[src/rtl/mem_access_ctrl_pkg.sv]
// Shared types for the MEM-stage data-cache access controller: word type,
// access kinds, FSM states and the launch-time op decode.
package mem_access_ctrl_pkg;

    typedef logic [15:0] lc3b_word;

    typedef enum logic [2:0] {
        mem_none, mem_ldw, mem_ldb, mem_stw, mem_stb, mem_ldi, mem_sti
    } lc3b_mem_op;

    typedef enum logic [1:0] {
        ms_idle, ms_req1, ms_req2, ms_done
    } lc3b_mem_state;

    // Indirect ops override the plain read/write bits, so test them first.
    function automatic lc3b_mem_op decode_mem_op(input logic dcacheR, input logic dcacheW,
                                                 input logic ldb_op, input logic stb_op,
                                                 input logic ldi_op, input logic sti_op);
        if (sti_op)       return mem_sti;
        else if (ldi_op)  return mem_ldi;
        else if (stb_op)  return mem_stb;
        else if (ldb_op)  return mem_ldb;
        else if (dcacheW) return mem_stw;
        else if (dcacheR) return mem_ldw;
        else              return mem_none;
    endfunction

    // The first access of every op except plain stores is a read.
    function automatic logic first_is_read(input lc3b_mem_op op);
        return (op == mem_ldw) || (op == mem_ldb) || (op == mem_ldi) || (op == mem_sti);
    endfunction

endpackage

[src/rtl/mem_byte_align.sv]
// Byte-lane steering for data-cache accesses: byte enables and replicated store
// data for STB, lane select plus sign extension for LDB; word ops pass through.
module mem_byte_align
    import mem_access_ctrl_pkg::*;
(
    input  lc3b_mem_op  op,
    input  logic        addr_lsb,
    input  lc3b_word    wdata,
    input  lc3b_word    rdata,
    output logic [1:0]  byte_enable,
    output lc3b_word    wdata_aligned,
    output lc3b_word    rdata_aligned
);

    logic [7:0] rbyte;

    // NOTE: every output gets a default first so no path through the block can infer a latch.
    always_comb begin
        byte_enable   = 2'b11;
        wdata_aligned = wdata;
        rdata_aligned = rdata;
        rbyte         = addr_lsb ? rdata[15:8] : rdata[7:0];
        if (op == mem_stb) begin
            byte_enable   = addr_lsb ? 2'b10 : 2'b01;
            wdata_aligned = {wdata[7:0], wdata[7:0]};
        end
        if (op == mem_ldb)
            rdata_aligned = {{8{rbyte[7]}}, rbyte};
    end

endmodule

[src/rtl/mem_access_ctrl.sv]
// MEM-stage data-cache sequencer: launches single and indirect (two-access)
// operations, stalls the pipeline until complete and pulses done once.
module mem_access_ctrl
    import mem_access_ctrl_pkg::*;
(
    input  logic        clk,
    input  logic        reset,
    input  logic        valid_in,
    input  logic        dcache_enable,
    input  logic        dcacheR,
    input  logic        dcacheW,
    input  logic        ldb_op,
    input  logic        stb_op,
    input  logic        ldi_op,
    input  logic        sti_op,
    input  logic [15:0] addr_in,
    input  logic [15:0] wdata_in,
    input  logic        dmem_resp,
    input  logic [15:0] dmem_rdata,
    output logic        dmem_read,
    output logic        dmem_write,
    output logic [15:0] dmem_address,
    output logic [15:0] dmem_wdata,
    output logic [1:0]  dmem_byte_enable,
    output logic [15:0] rdata_out,
    output logic        stall,
    output logic        done
);

    lc3b_mem_state state, next_state;
    lc3b_mem_op    launch_op, op_q;
    lc3b_word      addr_q, wdata_q, rdata_q;
    lc3b_word      wdata_aligned, rdata_aligned;
    logic [1:0]    be_aligned;
    logic          launch, is_indirect, is_load;

    assign launch_op   = decode_mem_op(dcacheR, dcacheW, ldb_op, stb_op, ldi_op, sti_op);
    // Gated by reset so the combinational launch stall also drops while reset is held.
    assign launch      = (state == ms_idle) && valid_in && dcache_enable &&
                         (launch_op != mem_none) && !reset;
    assign is_indirect = (op_q == mem_ldi) || (op_q == mem_sti);
    assign is_load     = (op_q == mem_ldw) || (op_q == mem_ldb);

    mem_byte_align u_align (
        .op            (op_q),
        .addr_lsb      (addr_q[0]),
        .wdata         (wdata_q),
        .rdata         (dmem_rdata),
        .byte_enable   (be_aligned),
        .wdata_aligned (wdata_aligned),
        .rdata_aligned (rdata_aligned)
    );

    // NOTE: sequential state uses non-blocking assignments so every flop samples pre-edge values.
    always_ff @(posedge clk or posedge reset) begin
        if (reset) state <= ms_idle;
        else       state <= next_state;
    end

    // Once the pointer arrives, addr_q is reused to hold it for the second access.
    always_ff @(posedge clk or posedge reset) begin
        if (reset) begin
            op_q    <= mem_none;
            addr_q  <= '0;
            wdata_q <= '0;
            rdata_q <= '0;
        end else begin
            if (launch) begin
                op_q    <= launch_op;
                addr_q  <= addr_in;
                wdata_q <= wdata_in;
            end
            if (state == ms_req1 && dmem_resp) begin
                if (is_indirect)  addr_q  <= dmem_rdata;
                else if (is_load) rdata_q <= rdata_aligned;
            end
            if (state == ms_req2 && dmem_resp && op_q == mem_ldi)
                rdata_q <= rdata_aligned;
        end
    end

    always_comb begin
        next_state = state;
        unique case (state)
            ms_idle: if (launch)    next_state = ms_req1;
            ms_req1: if (dmem_resp) next_state = is_indirect ? ms_req2 : ms_done;
            ms_req2: if (dmem_resp) next_state = ms_done;
            ms_done:                next_state = ms_idle;
            default:                next_state = ms_idle;
        endcase
    end

    logic req_read, req_write;

    always_comb begin
        req_read         = 1'b0;
        req_write        = 1'b0;
        stall            = 1'b0;
        done             = 1'b0;
        dmem_address     = '0;
        dmem_wdata       = '0;
        dmem_byte_enable = 2'b00;
        unique case (state)
            ms_idle: stall = launch;
            ms_req1: begin
                stall     = 1'b1;
                req_read  = first_is_read(op_q);
                req_write = !first_is_read(op_q);
            end
            ms_req2: begin
                stall     = 1'b1;
                req_read  = (op_q == mem_ldi);
                req_write = (op_q == mem_sti);
            end
            ms_done: done = 1'b1;
            default: ;
        endcase
        if (req_read || req_write) begin
            dmem_address     = addr_q;
            dmem_byte_enable = be_aligned;
        end
        if (req_write) dmem_wdata = wdata_aligned;
    end

    assign dmem_read  = req_read;
    assign dmem_write = req_write;
    assign rdata_out  = rdata_q;

endmodule

[config.mk]
export PLATFORM = sky130hd
export DESIGN_NAME = mem_access_ctrl
export DESIGN_NICKNAME = d
export VERILOG_FILES = /design/src/rtl/mem_access_ctrl_pkg.sv /design/src/rtl/mem_byte_align.sv /design/src/rtl/mem_access_ctrl.sv
export SDC_FILE = /design/constraint.sdc
export NUM_CORES = 1
export LEC_CHECK = 0
export ABC_AREA = 1
export CAP_MARGIN = 20
export CELL_PAD_IN_SITES_DETAIL_PLACEMENT = 0
export CELL_PAD_IN_SITES_GLOBAL_PLACEMENT = 1
export CORE_MARGIN = 3
export CORE_UTILIZATION = 31
export CTS_CLUSTER_SIZE = 24
export DETAILED_ROUTE_END_ITERATION = 8
export GPL_ROUTABILITY_DRIVEN = 0
export PLACE_DENSITY_LB_ADDON = 0.12
export SLEW_MARGIN = 5
export SYNTH_ARGS = -nofsm -noshare
export SYNTH_HDL_FRONTEND = slang
export SYNTH_SLANG_ARGS = --single-unit
export TNS_END_PERCENT = 20
[constraint.sdc]
create_clock -name clk -period 3.85 [get_ports clk]
set_input_delay 0.77 -clock clk [delete_from_list [all_inputs] [get_ports clk]]
set_output_delay 0.77 -clock clk [all_outputs]
set_load 0.01 [all_outputs]
; Yosys cells after proc, flatten, opt, wreduce, memory -nomap -nowiden
; Index checks and enable logic that the tools add are counted.
[word_totals]
reg_bits = 53
latchBits = 0
mem_bits_rw = 0
rom_bits = 0
in_bits = 59
output_inout_bits = 54
wordCells = 68
mem_count = 0
[op_classes]
n_addsub = 0
n_mul = 0
div = 0
magnitude_cmp = 0
eq_ne = 12
shift = 0
n_mux = 30
bitwise = 0
reduce_logical = 21
[op_table]
columns = operator, count
row1 = $mux 16, 11
row2 = $mux 2, 8
row3 = $eq 3x3->1 const B, 3
row4 = $mux 3, 3
row5 = $mux 8, 1
row6 = $pmux 2 s4, 1
row7 = $logic_and 1x1->1, 7
row8 = $ne 2x2->1 const B, 3
row9 = $pmux 1 s2, 3
row10 = $reduce_and 3->1, 2
row11 = $logic_or 1x1->1, 5
row12 = $eq 2x2->1 const B, 2
row13 = $reduce_bool 2->1, 2
row14 = $eq 3x1->1 const B, 1
row15 = $eq 3x2->1 const B, 1
row16 = $mux 1, 3
row17 = $reduce_bool 3->1, 1
row18 = $eq 2x1->1 const B, 1
row19 = $logic_not 1->1, 2
row20 = $logic_not 2->1, 1
row21 = $ne 2x1->1 const B, 1
row22 = $reduce_or 2->1, 1

; Depth between registers and ports, before layout
[depth]
depth_word = 12
depth_mapped = 11
depth_no_buf = 10

; Hierarchy
; A second synthesis with hierarchy kept.
[unflattened]
hier_cells = 492
hier_area_um2 = 3315.7
[modules_own_cells]
columns = mod, instances, cells_each, area_per_inst_um2, seq_area_each_um2
row1 = mem_access_ctrl, 1, 383, 2821.5, 1326.3
row2 = mem_byte_align, 1, 109, 494.2, 0.0

; Least setup slack after synthesis
; No wires, ideal clock.
[synth_timing]
path_kind = input port to output port
start = in reset
end = out stall
t_arrival_ns = 2.976
path_slack_ns = 0.104
path_stages = 8
path_buffers = 1
cell_sequence = inv_1 nand2_1 nor2_4 o21ai_4 inv_4 buf_6 nor2_1 nor2_1
[synth_via]
elab_chain_len = 3
[synth_rtl]
columns = item, line
row1 = start: declaration, mem_access_ctrl.sv:7  ; input logic reset,
row2 = $logic_not 1->1 (no line), -
row3 = $logic_and 1x1->1, mem_access_ctrl.sv:40  ; (launch_op != mem_none) && !reset;
row4 = $pmux 1 s2, mem_access_ctrl.sv:103  ; unique case (state)
row5 = end: declaration, mem_access_ctrl.sv:26  ; output logic stall,
; No other way between the ends.

; Final worst setup path
[layout_timing]
start = reg state[0]
end = out dmem_address[3]
[layout_via]
elab_chain_len = 4
[layout_rtl]
columns = item, line
row1 = start: declaration, mem_access_ctrl.sv:30  ; lc3b_mem_state state, next_state;
row2 = start signal: assignment, mem_access_ctrl.sv:56  ; if (reset) state <= ms_idle;
row3 = start signal: assignment, mem_access_ctrl.sv:57  ; else state <= next_state;
row4 = $eq 2x2->1 or $eq 2x1->1 (tied branches), mem_access_ctrl.sv:103
row5 = $pmux 1 s2, mem_access_ctrl.sv:103
row6 = $logic_or 1x1->1 *, mem_access_ctrl.sv:118  ; if (req_read || req_write) begin
row7 = $mux 16 *, mem_access_ctrl.sv:118
row8 = end: declaration, mem_access_ctrl.sv:22  ; output logic [15:0] dmem_address,
; Every way passes the cells marked *; elsewhere a longest branch is shown, timed or not.

==> flow_summary_export.csv <==
group,metric,value,unit
status,outcome,"complete, no violations",
clocking,hold_buffers,0,
timing,relSlewSlack,47.02,%
clocking,cts_root_buf,"clkbuf_8",
power,cellLeakagePower,2.043,nW
clocking,htree_levels,2,
routing,vias,2927,
floorplan,ios,113,
timing,finClkSkew,0.01165,ns
routing,drcViolationCount,0,
timing,finalMaxSlewViolations,0,
global_route,grt_max_degree,54,
clocking,ctsResizeCount,0,
floorplan,design.core.area,9371,µm²
synth,postSynth.asyncResetShare,100.0,%
setup_path,startpoint_type,"flip-flop",
placement,io_buffers,112,
setup_path,reg2reg_slack,1.86,ns
global_route,grt_usage,16.65,%
clocking,cts_sinks,53,
setup_path,rr_endpoint,"addr_q[7]",
global_route,grt_pass1_wl,14.98,mm
setup_path,cp-end-kind,"primary output",
floorplan,rows,35,
floorplan,die_w,104.8,µm
timing,tightest_slew,0.7912,ns
layout,num-nets-final,587,
timing,tns,0,ns
synth,yosys.cell_types.count,26,
synth,ys_seq_area_share,43.82,%
timing,fin_hold_ws,0.4898,ns
clocking,path_clk_slew,0.11,ns
timing,max_freq,0.2990,GHz
routing,ant_nets,0,
synth,synthCells,410,
run,max-cap-violations,0,
layout,area_delta_synth_final,44.11,%
floorplan,dieArea,10990,µm²
routing,drt-pass1-iter-count,4,
timing,setup-violations-final,0,
setup_path,cp_data_arrival_time,2.57,ns
synth,yosys_warnings,0,
clocking,clockBufferDepth,2,
routing,routed_wirelength,9.206,mm
synth,syn-mean-instance-area,7.382,µm²
setup_path,r2r-start,"state[1]",
timing,finalHoldViolCount,0,
timing,fin_crit_sh,86.87,%
floorplan,die_y,104.8,µm
power,power,0.003086,W
clocking,clk_latency,0.31,ns
setup_path,r2r_cells,9,
floorplan,start_util,32.30,%
global_route,grt_antenna_before_repair,0,
synth,yosysTopAreaCell,"dfrtp_1",
layout,drive_gt1_share,6.142,%
routing,routed_via_density,4.503,
setup_path,worstSetupStartpoint,"state[0]",
layout,nFillCells,998,
power,peakVddDrop,0.2713,mV
synth,ys_top_cells_by_area,"dfrtp_1 (44%), nand2_1 (15%), nor2_1 (6.8%)",
synth,synth_commonest_cells,"nand2_1 (123), nor2_1 (55), dfrtp_1 (53), inv_1 (52), a21oi_1 (26)",
setup_path,critPathMaxFanout,18,
timing,rsz0062_at_grt,"no",
global_route,grt.overflow.total,0,
hold_path,worstHoldPathType,"reg -> reg",
clocking,cts_buffers,5,
synth,yosysMostFrequentCell,"nand2_1",
clocking,cts_setup_buffers,0,
placement,dp_hpwl,6.726,mm
routing,route.detailed.wl_per_inst,14.16,µm
global_route,grt_pass1_vias,3042,
setup_path,cp.required,3.08,ns
synth,syn_area,3027,µm²
layout,final_util,46.54,%
synth,ys_ff_latch,53,
layout,final_cells,650,
placement,dp.cells,642,
setup_path,critical_path_class,"reg -> out",
synth,syn-num-nets,477,
setup_path,endpoint,"dmem_address[3]",
clocking,cts_tree,"yes",
synth,synth_edf_count,0,
timing,final.min_clock_period,3.345,ns
synth,ys.flop_type,"dfrtp_1",
synth,yosysTopAreaCellShare,43.82,%
power,power_density,707.5,nW/µm²
routing,drtIter0Drc,107,
layout,num_antenna_cells,0,
## layout make-up
cell class / instances / area, µm² / area share [%]
flip-flops and latches: 53 / 1326 / 30.41
repair buffers: 118 / 1174 / 26.91
clock inverters: 3 / 26.28 / 0.6024
inverters: 55 / 209.0 / 4.791
multi-input cells: 287 / 1396 / 32.01
clock buffers: 5 / 68.82 / 1.578
well taps: 129 / 161.4 / 3.701
## cells by family after synthesis
group	count (synthesis)	share of synthesized area [%]
DFF	53	43.82
AOI/OAI and AO/OA	61	12.19
adders and majority gates	8	3.307
buffers and inverters	70	10.05
and+or+nand+nor	218	30.63
## metal layers
layer | vias up | global-route usage [%] | routed length (µm)
met5 | - | 0 | 0
met4 | 0 | 3.280 | 109
met3 | 10 | 4.509 | 605
met2 | 79 | 27.73 | 4380
met1 | 1338 | 21.80 | 4110
li1 | 1500 | - | -
## critical path: stages, from the launching register on
cell and delay [ns]:
dfrtp_1 0.42, inv_1 0.12, ha_1 0.36, nand2_1 0.09
buf_4 0.22, inv_2 0.08, nor2_4 0.38, nor2_1 0.07
clkdlybuf4s50_1 0.53
## sequential cells by signal, summed over array words and instances, names as in the netlist
signal / flops
addr_q: 16
op_q: 3
rdata_out: 16
state: 2
wdata_q: 16
## placed cells by master, fill, tap and decap left out, types with 5 or more instances in the layout
| cell | n |
|---|---|
| o21ai_0 | 11 |
| a31oi_1 | 9 |
| nand2_1 | 123 |
| nand3_1 | 20 |
| a21oi_1 | 26 |
| nand3b_1 | 16 |
| o21ai_2 | 10 |
| nor2_1 | 55 |
| buf_4 | 5 |
| dfrtp_1 | 53 |
| inv_1 | 51 |
| clkdlybuf4s50_1 | 112 |
| clkbuf_8 | 5 |
| ha_1 | 8 |
## worst min-delay path by stage
stage | slack, ns | endpoint | start | cells past startpoint
after global placement | 0.46 | wdata_q[14] | wdata_q[14] | 2
final | 0.49 | wdata_q[13] | wdata_q[13] | 2
after floorplan | 0.45 | wdata_q[10] | wdata_q[10] | 2
after global routing | 0.51 | wdata_q[14] | wdata_q[14] | 2
after detailed placement | 0.47 | wdata_q[13] | wdata_q[13] | 2
after CTS | 0.49 | wdata_q[13] | wdata_q[13] | 2
## power by group
| part | internal [W] | switching (W) | total, W |
|---|---|---|---|
| clock network | 0.000133 | 0.000209 | 0.000342 |
| logic | 0.000836 | 0.000907 | 0.00174 |
| registers | 0.000839 | 0.000161 | 0.00100 |
## stage by stage
stage / area [µm²] / worst slack, ns
after CTS: 4362 / 0.4309
after detailed placement: 4267 / 0.5179
after global routing: 4362 / 0.2514
final: 4362 / 0.5054
after floorplan: 3027 / 0.1042
after global placement: 4252 / 0.5313
(Power assumes the default switching activity.)
